### config.mk
export PLATFORM = sky130hd
export DESIGN_NAME = led_chaser_param
export DESIGN_NICKNAME = d
export VERILOG_FILES = /design/src/rtl/led_chaser_param.sv
export SDC_FILE = /design/constraint.sdc
export NUM_CORES = 1
export LEC_CHECK = 0
export BUFFER_PORTS_ARGS = -buffer_cell sky130_fd_sc_hd__clkbuf_2
export CAP_MARGIN = 20
export CORE_ASPECT_RATIO = 0.75
export CORE_MARGIN = 3
export CORE_UTILIZATION = 45
export CTS_CLUSTER_DIAMETER = 150
export CTS_CLUSTER_SIZE = 16
export DETAILED_ROUTE_END_ITERATION = 12
export GPL_TIMING_DRIVEN = 1
export PLACE_DENSITY_LB_ADDON = 0.12
export SETUP_SLACK_MARGIN = 0.05
export SYNTH_ARGS = -nofsm -noshare
export SYNTH_HDL_FRONTEND = slang
export SYNTH_SLANG_ARGS = --single-unit
### constraint.sdc
create_clock -name clk -period 2 [get_ports clk]
set_input_delay 0.2 -clock clk [delete_from_list [all_inputs] [get_ports clk]]
set_output_delay 0.2 -clock clk [all_outputs]
set_load 0.01 [all_outputs]
### src/rtl/led_chaser_param.sv
// Parametrised LED chaser: rotate-left/right, ping-pong and fill patterns with run/pause and step/wrap pulses.
// Optional brightness PWM on the LED drive is enabled by defining LED_CHASER_PWM_EN.
module led_chaser_param #(
    parameter int unsigned LED_NUM     = 4,
    parameter int unsigned STEP_CYCLES = 50_000_000,
    parameter int unsigned CNT_W       = 32
) (
    input  logic               clk,
    input  logic               rst_n,
    input  logic               en,
    input  logic [1:0]         mode,
`ifdef LED_CHASER_PWM_EN
    input  logic [3:0]         bright,
`endif
    output logic [LED_NUM-1:0] led,
    output logic               step,
    output logic               wrap
);

    localparam int unsigned    IDX_W = (LED_NUM > 1) ? $clog2(LED_NUM) : 1;
    localparam logic [CNT_W-1:0] TERM = CNT_W'(STEP_CYCLES - 1);
    localparam logic [IDX_W-1:0] LAST = IDX_W'(LED_NUM - 1);

    typedef enum logic [1:0] {
        MODE_ROL  = 2'b00,
        MODE_ROR  = 2'b01,
        MODE_PING = 2'b10,
        MODE_FILL = 2'b11
    } mode_e;

    // ST_IDLE: waiting for the first step after reset/restart; UP/DOWN carry ping-pong direction
    typedef enum logic [1:0] {
        ST_IDLE = 2'b00,
        ST_UP   = 2'b01,
        ST_DOWN = 2'b10
    } state_e;

    state_e             state_q, state_d;
    logic [CNT_W-1:0]   timer_q, timer_d;
    logic [IDX_W-1:0]   idx_q, idx_d;
    logic [1:0]         mode_q;
    logic [LED_NUM-1:0] pattern_q, pattern_d;
    logic               step_q, step_d;
    logic               wrap_q, wrap_d;
    logic [IDX_W-1:0]   nidx;
    logic               ndir_down;

    function automatic logic [LED_NUM-1:0] pat(input logic [1:0] m, input logic [IDX_W-1:0] i);
        logic [LED_NUM-1:0] p;
        p = '0;
        for (int b = 0; b < LED_NUM; b++) begin
            if (m == MODE_FILL) p[b] = (IDX_W'(b) <= i);
            else                p[b] = (IDX_W'(b) == i);
        end
        return p;
    endfunction

    // Candidate next position and ping-pong direction for the current mode
    always_comb begin
        nidx      = idx_q;
        ndir_down = (state_q == ST_DOWN);
        if (LED_NUM > 1) begin
            case (mode_q)
                MODE_ROR: nidx = (idx_q == '0) ? LAST : idx_q - 1'b1;
                MODE_PING: begin
                    if (state_q == ST_DOWN) nidx = idx_q - 1'b1;
                    else                    nidx = idx_q + 1'b1;
                    if (nidx == LAST)       ndir_down = 1'b1;
                    else if (nidx == '0)    ndir_down = 1'b0;
                end
                default: nidx = (idx_q == LAST) ? '0 : idx_q + 1'b1;
            endcase
        end
    end

    // Next-state: restart > pause > step > count
    always_comb begin
        state_d   = state_q;
        timer_d   = timer_q;
        idx_d     = idx_q;
        pattern_d = pattern_q;
        step_d    = 1'b0;
        wrap_d    = 1'b0;
        if (mode != mode_q) begin
            state_d   = ST_IDLE;
            timer_d   = '0;
            idx_d     = '0;
            pattern_d = '0;
        end else if (!en) begin
            state_d = state_q;
        end else if (timer_q == TERM) begin
            timer_d = '0;
            step_d  = 1'b1;
            if (state_q == ST_IDLE) begin
                state_d   = ST_UP;
                idx_d     = '0;
                pattern_d = pat(mode_q, '0);
            end else begin
                state_d   = ndir_down ? ST_DOWN : ST_UP;
                idx_d     = nidx;
                pattern_d = pat(mode_q, nidx);
                wrap_d    = (nidx == '0);
            end
        end else begin
            timer_d = timer_q + 1'b1;
        end
    end

    always_ff @(posedge clk) begin
        if (!rst_n) begin
            state_q   <= ST_IDLE;
            timer_q   <= '0;
            idx_q     <= '0;
            mode_q    <= mode;
            pattern_q <= '0;
            step_q    <= 1'b0;
            wrap_q    <= 1'b0;
        end else begin
            state_q   <= state_d;
            timer_q   <= timer_d;
            idx_q     <= idx_d;
            mode_q    <= mode;
            pattern_q <= pattern_d;
            step_q    <= step_d;
            wrap_q    <= wrap_d;
        end
    end

    assign step = step_q;
    assign wrap = wrap_q;

`ifdef LED_CHASER_PWM_EN
    logic [3:0]         pwm_cnt_q;
    logic               pwm_on;
    logic [LED_NUM-1:0] led_q;

    assign pwm_on = (pwm_cnt_q < bright) || (bright == 4'hF);

    // Free-running PWM; gates the registered LED drive without touching the pattern
    always_ff @(posedge clk) begin
        if (!rst_n) begin
            pwm_cnt_q <= '0;
            led_q     <= '0;
        end else begin
            pwm_cnt_q <= pwm_cnt_q + 1'b1;
            led_q     <= pattern_d & {LED_NUM{pwm_on}};
        end
    end

    assign led = led_q;
`else
    assign led = pattern_q;
`endif

endmodule
==> results of run 1 <==
==> cell families (layout without fill, tap and decap cells) <==
logic type               after synthesis  after routing  share of synthesized area [%]
buffers and inverters                 15             40                          3.557
AND/OR/NAND/NOR                      136            136                          35.08
flip-flops                            44             44                          39.13
XOR/XNOR                              32             32                          12.45
AO/OA/AOI/OAI                         18             18                          5.559
adder cells (fa/ha/maj)                6              6                          3.335
multiplexers                           2              2                         0.8894
==> worst reg2reg max path: stages, from the launching register on <==
cell     delay [ps]
dfxtp_1         360
nor4b_2         350
nand4_1         220
or3_4           450
nand2_2         100
buf_12          190
nor2_1           70
==> what timing repair did <==
action                                  in CTS  in global routing
endpoints found under the setup margin       0                 33
buffers inserted                             0                  1
gates resized for setup                      0                  8
==> sequential cells by signal, indices dropped and copies added, names as in the netlist <==
| name | count |
|---|---|
| timer_q | 32 |
| led | 4 |
| idx_q | 2 |
| mode_q | 2 |
| state_q | 2 |
| step | 1 |
| wrap | 1 |
==> Yosys cell counts (4+ instances only) <==
master | instances | area, µm²
a21oi_1 | 5 | 25.02
and2_1 | 6 | 37.54
and3_1 | 7 | 43.79
buf_4 | 4 | 30.03
dfxtp_1 | 44 | 880.8
ha_1 | 6 | 75.07
inv_1 | 8 | 30.03
nand2_1 | 16 | 60.06
nand3_1 | 17 | 85.08
nand4_1 | 11 | 68.82
nor2_1 | 43 | 161.4
nor3_1 | 5 | 25.02
nor4_1 | 5 | 31.28
o21ai_0 | 5 | 25.02
xnor2_1 | 13 | 113.9
xor2_1 | 19 | 166.4
==> path summary, 6_finish.rpt <==
| check | slack [ps] | to |
|---|---|---|
| worst min register to register | 470 | led[2] |
| worst max-delay path | 170 | timer_q[26] |
| worst min-delay path | 30 | mode_q[0] |
| worst max register to register | 170 | timer_q[26] |
==> power by group <==
part           total [mW]  internal [mW]  switching (mW)
clock network       0.521          0.238           0.283
logic              0.0864         0.0371          0.0493
registers           0.882          0.878         0.00304
==> per-stage QoR <==
stage	util [%]	instances	cell area (µm²)	hold WS, ps
floorplan	-	253	2251	227.7
global placement	52.46	327	2440	331.8
detailed placement	52.46	327	2440	333.8
CTS	54.13	334	2517	24.68
global route	55.29	335	2571	21.94
finish	55.29	335	2571	33.63
==> area by class of cell <==
class / count / area (µm²) / area share [%]
multi-input cells: 194 / 1331 / 51.78
flip-flops and latches: 44 / 882.1 / 34.31
repair buffers: 25 / 178.9 / 6.959
clock buffers: 6 / 72.57 / 2.822
well taps: 57 / 71.32 / 2.774
inverters: 8 / 30.03 / 1.168
clock inverters: 1 / 5.005 / 0.1946
==> cells in the final DEF, fill, tap and decap left out, types with 6 or more instances in the layout <==
cell	n
clkbuf_2	10
nand2_1	16
xnor2_1	13
nand4_1	11
buf_4	13
inv_1	8
nand3_1	17
and2_1	6
and3_1	7
nor2_1	43
dfxtp_1	43
xor2_1	19
==> layer usage <==
layer	vias to the layer above	wire length [µm]
li1	931	-
met3	7	191
met5	-	0
met1	781	2616
met4	0	46
met2	24	1684
==> run summary, run 1 <==
outcome - finished, final reports clean
share of layout cells above drive strength 1 - 19.06%
R2R cell count - 6
clk_skew - 5.746 ps
DRC Markers - 0
Crit Path Class - flop to flop
HP Class - primary input to flop
synthesis warning total - 0
fin nets - 289
crit path DAT - 2020 ps
antenna violations before repair - 0
Critical Path Source - timer_q[26]
Post-DRT Antenna Nets - 0
io pins - 11
detailed-route wire length per cell - 13.55 µm
unrepaired setup endpoints after global routing - false
Die W - 87.67 µm
Top FF cell, synth - dfxtp_1
number of port buffers - 10
Mapped Area - 2251 µm²
Via density - 5.203
Slew Viols, Final - 0
final-report hold violation count - 0
Die Y - 67.25 µm
hold_sp - mode[0]
GRT met1 Usage - 27.38%
required time worst endpoint - 2180 ps
Syn Inst Count - 253
GRT Residual Overflow - 0
global routing usage on met3 - 3.659%
Crit. End Element - flop
Max VDD drop - 524.6 µV
final setup vio count - 0
worst hold path stage count - 1
worst-margin pin slew - 544.6 ps
period utilization - 91.74%
pin count of the biggest net entering global routing - 32
Sink Count - 44
Max Cap Viol - 0
CTS tree - built
WL final - 4538 µm
Tot GR Track Use - 17.15%
hold buffer count at cts - 0
DR iter-0 viols - 94
root buffer cell - clkbuf_8
Worst path top cell family by delay - simple AND/OR/NAND/NOR gates
Tmin final - 1835 ps
CTS max path bufs - 2
ys async rst share - 0%
Distinct cells, synth - 45
met2 Usage GRT - 22.27%
Pleak - 0.9304 nW
worst-path fanout max - 31
Die Footprint - 5895 µm²
CTS Buf Count - 5
H-tree depth - 2
FILL cells - 437
PD cells - 579.1 nW/µm²
Final HPWL DP - 3365 µm
vias in the first global route - 1609
global-route wire length before repair - 7783 µm
core area - 4651 µm²
area grow syn2layout - 14.23%
fin worst setup slack - 165.2 ps
antenna cells - 0
CP max stage delay - 450 ps
CP Launch Type - flop
CP bufs+invs - 1
Slew HR - 63.41%
routability congestion estimate - 0.8262
reg-to-reg critical path startpoint - timer_q[26]
Max Clk Rate - 545.0 MHz
FF+latch count, synth - 44
Cell Chain, Critical Path - nor4b_2, nand4_1, or3_4, nand2_2, buf_12, nor2_1
Post-synth EDFFs - 0
clk_lat worst skew - 290 ps
Final Power - 1.489 mW
Critical Path Slowest Stage Cell - or3_4
Crit path depth - 6
via count - 1743
Starting Density - 48.40%
syn_nets - 264
dpl ws - 112.4 ps
Top Usage Layer GRT - met1
row count - 21
Worst-path clk slew - 80 ps
Seq/Total Area, Yosys - 39.13%
Mean Syn Cell Area - 8.897 µm²
Pre-antenna DRT Iters - 4
Setup TNS - 0 ps
Power figures use the tool's default switching activity.
==> inputs of run 2 (changes only) <==
--- a/config.mk
+++ b/config.mk
@@ -7,7 +7,6 @@
 export LEC_CHECK = 0
 export BUFFER_PORTS_ARGS = -buffer_cell sky130_fd_sc_hd__clkbuf_2
 export CAP_MARGIN = 20
-export CORE_ASPECT_RATIO = 0.75
 export CORE_MARGIN = 3
 export CORE_UTILIZATION = 45
 export CTS_CLUSTER_DIAMETER = 150
==> constraint.sdc (replaced) <==
create_clock -name clk -period 1.9 [get_ports clk]
set_input_delay 0.19 -clock clk [delete_from_list [all_inputs] [get_ports clk]]
set_output_delay 0.19 -clock clk [all_outputs]
set_load 0.01 [all_outputs]
==> run 2 against run 1 <==
Flip-flop and latch count unchanged; critical path depth stayed put; largest cell class unchanged; total power is 9.0% higher; first-iteration DRC count is 34% higher; worst setup slack got worse by 61 ps; die area decreased by 0.15%; clock skew is 2.9 ps higher; critical endpoint is now led[1].
==> run summary, run 2 (synthesis gave the netlist of run 1 again) <==
outcome - finished, final reports clean (unchanged)
unrepaired setup endpoints after global routing - true (was false)
Pre-antenna DRT Iters - 4 (unchanged)
most common cell after layout, fill and taps aside - nor2_1
Final HPWL DP - 3325 µm (was 3365 µm)
clk_skew - 8.672 ps (was 5.746 ps)
H-tree depth - 2 (unchanged)
antenna violations before repair - 0 (unchanged)
WL final - 4702 µm (was 4538 µm)
antenna cells - 0 (unchanged)
DRT met1 WL - 2421 µm (was 2616 µm)
Die Footprint - 5887 µm² (was 5895 µm²)
final setup vio count - 0 (unchanged)
number of port buffers - 10 (unchanged)
row count - 25 (was 21)
Pleak - 1.012 nW (was 0.9304 nW)
Sink Count - 44 (unchanged)
met2 wire length - 2110 µm (was 1684 µm)
crit path DAT - 2000 ps (was 2020 ps)
Crit Path Class - flop to flop (unchanged)
clk_lat worst skew - 290 ps (about the same)
via count - 1836 (was 1743)
CTS max path bufs - 2 (unchanged)
PD cells - 593.4 nW/µm² (was 579.1 nW/µm²)
FILL cells - 456 (was 437)
io pins - 11 (unchanged)
CTS Buf Count - 5 (unchanged)
routability congestion estimate - 0.7574 (was 0.8262)
detailed-route wire length per cell - 13.10 µm (was 13.55 µm)
Die Y - 76.73 µm (was 67.25 µm)
period utilization - 94.52% (was 91.74%)
power share of the clock group - 36.7% (was 35.0%)
root buffer cell - clkbuf_8 (unchanged)
required time worst endpoint - 2100 ps (was 2180 ps)
Max Clk Rate - 556.8 MHz (was 545.0 MHz)
Critical Path Slowest Stage Cell - dfxtp_1 (was or3_4)
top sig layer - met4 (unchanged)
fin util - 57.18% (was 55.29%)
Psw - 0.3561 mW (was 0.3357 mW)
CP Launch Type - flop (unchanged)
Die W - 76.73 µm (was 87.67 µm)
post-route cell area - 2736 µm² (was 2571 µm²)
dpl ws - 64.60 ps (was 112.4 ps)
pin count of the biggest net entering global routing - 32 (unchanged)
Cell Chain, Critical Path - nor3b_1, nand4_1, nor4_4, buf_12, nand2_1, o31ai_1 (was nor4b_2, nand4_1, or3_4, nand2_2, buf_12, nor2_1)
vias in the first global route - 1793 (was 1609)
routed wl met3 - 140 µm (was 191 µm)
Switching Fraction - 21.93% (was 22.55%)
Crit. End Element - flop (unchanged)
share of layout cells above drive strength 1 - 25.00% (was 19.06%)
Worst path top cell family by delay - simple AND/OR/NAND/NOR gates (unchanged)
core area - 4786 µm² (was 4651 µm²)
Slew Viols, Final - 0 (unchanged)
hold buffer count at cts - 0 (unchanged)
Most flops, register - timer_q (unchanged)
DR iter-0 viols - 126 (was 94)
Via density - 5.114 (was 5.203)
fin worst setup slack - 104.1 ps (was 165.2 ps)
Worst-path clk slew - 70 ps (was 80 ps)
CP max stage delay - 370 ps (was 450 ps)
worst-margin pin slew - 394.6 ps (was 544.6 ps)
worst-path fanout max - 11 (was 31)
Setup TNS - 0 ps (unchanged)
Gate power share - 6.2% (was 5.8%)
Starting Density - 47.03% (was 48.40%)
DRC Markers - 0 (unchanged)
Post-DRT Antenna Nets - 0 (unchanged)
Internal - 1.268 mW (was 1.153 mW)
most frequent cells in the layout - nor2_1 (43), dfxtp_1 (39), buf_4 (25) (was nor2_1 (43), dfxtp_1 (43), xor2_1 (19))
fin nets - 302 (was 289)
Tmin final - 1796 ps (was 1835 ps)
max reg flops - 32 (unchanged)
power share of the sequential group - 57.1% (was 59.2%)
Placed Area - 2540 µm² (was 2440 µm²)
CTS tree - built (unchanged)
final-report hold violation count - 0 (unchanged)
CP bufs+invs - 1 (unchanged)
Max Cap Viol - 0 (unchanged)
GRT Residual Overflow - 0 (unchanged)
Slew HR - 73.42% (was 63.41%)
Max VDD drop - 485.9 µV (was 524.6 µV)
Tot GR Track Use - 17.10% (was 17.15%)
area grow syn2layout - 21.57% (was 14.23%)
HP Class - primary input to flop (unchanged)
global-route wire length before repair - 8211 µm (was 7783 µm)
==> run 2: cell count changes in the layout (fill, tap and decap cells not counted), sizes merged <==
cell    previous run  this run
buf               15        27
clkinv             1         0
clkbuf            16        19
==> run 2: cell type report <==
class | instances | area [µm²] | share of cell area, %
multi-input cells | 194 | 1343 | 49.06
flip-flops and latches | 44 | 887.1 | 32.42
repair buffers | 38 | 302.8 | 11.07
clock buffers | 8 | 90.09 | 3.292
well taps | 67 | 83.83 | 3.064
inverters | 8 | 30.03 | 1.097
==> run 2: routing by layer <==
layer	track usage (%)	vias up
met5	0	-
met4	4.348	0
met3	4.225	2
met2	26.22	27
met1	24.01	848
li1	-	959
==> run 2: repair_timing <==
| action | in CTS | in global routing |
|---|---|---|
| setup buffers | 0 | 3 |
| endpoints found under the setup margin | 5 | 38 |
| hold endpoints to repair | 0 | 0 |
| pin swaps | 0 | 4 |
| cloned | 0 | 1 |
| gates resized for setup | 1 | 15 |
==> run 2: power by group through the flow <==
stage / Clock, mW / Sequential, mW / Combinational [mW]
after floorplan: 0 / 0.950 / 0.0543
after global placement: 0 / 0.949 / 0.0860
after detailed placement: 0 / 0.949 / 0.0856
after CTS: 0.618 / 0.927 / 0.0861
after global routing: 0.658 / 0.928 / 0.110
final: 0.595 / 0.928 / 0.101
==> run 2: through the flow <==
stage	std cells	hold WS [ps]	power, mW
CTS	355	25.02	1.631
floorplan	253	217.7	1.004
global route	359	22.85	1.697
global placement	347	326.7	1.035
detailed placement	347	327.7	1.034
finish	359	29.67	1.624
==> run 2: path summary, 6_finish.rpt <==
kind,from,slack (ps),cells past startpoint,endpoint
hold / removal,mode[0],30,1,mode_q[0]
setup reg to reg,timer_q[18],100,6,led[1]
setup / recovery,timer_q[18],100,6,led[1]
hold reg to reg,led[2],480,2,led[2]
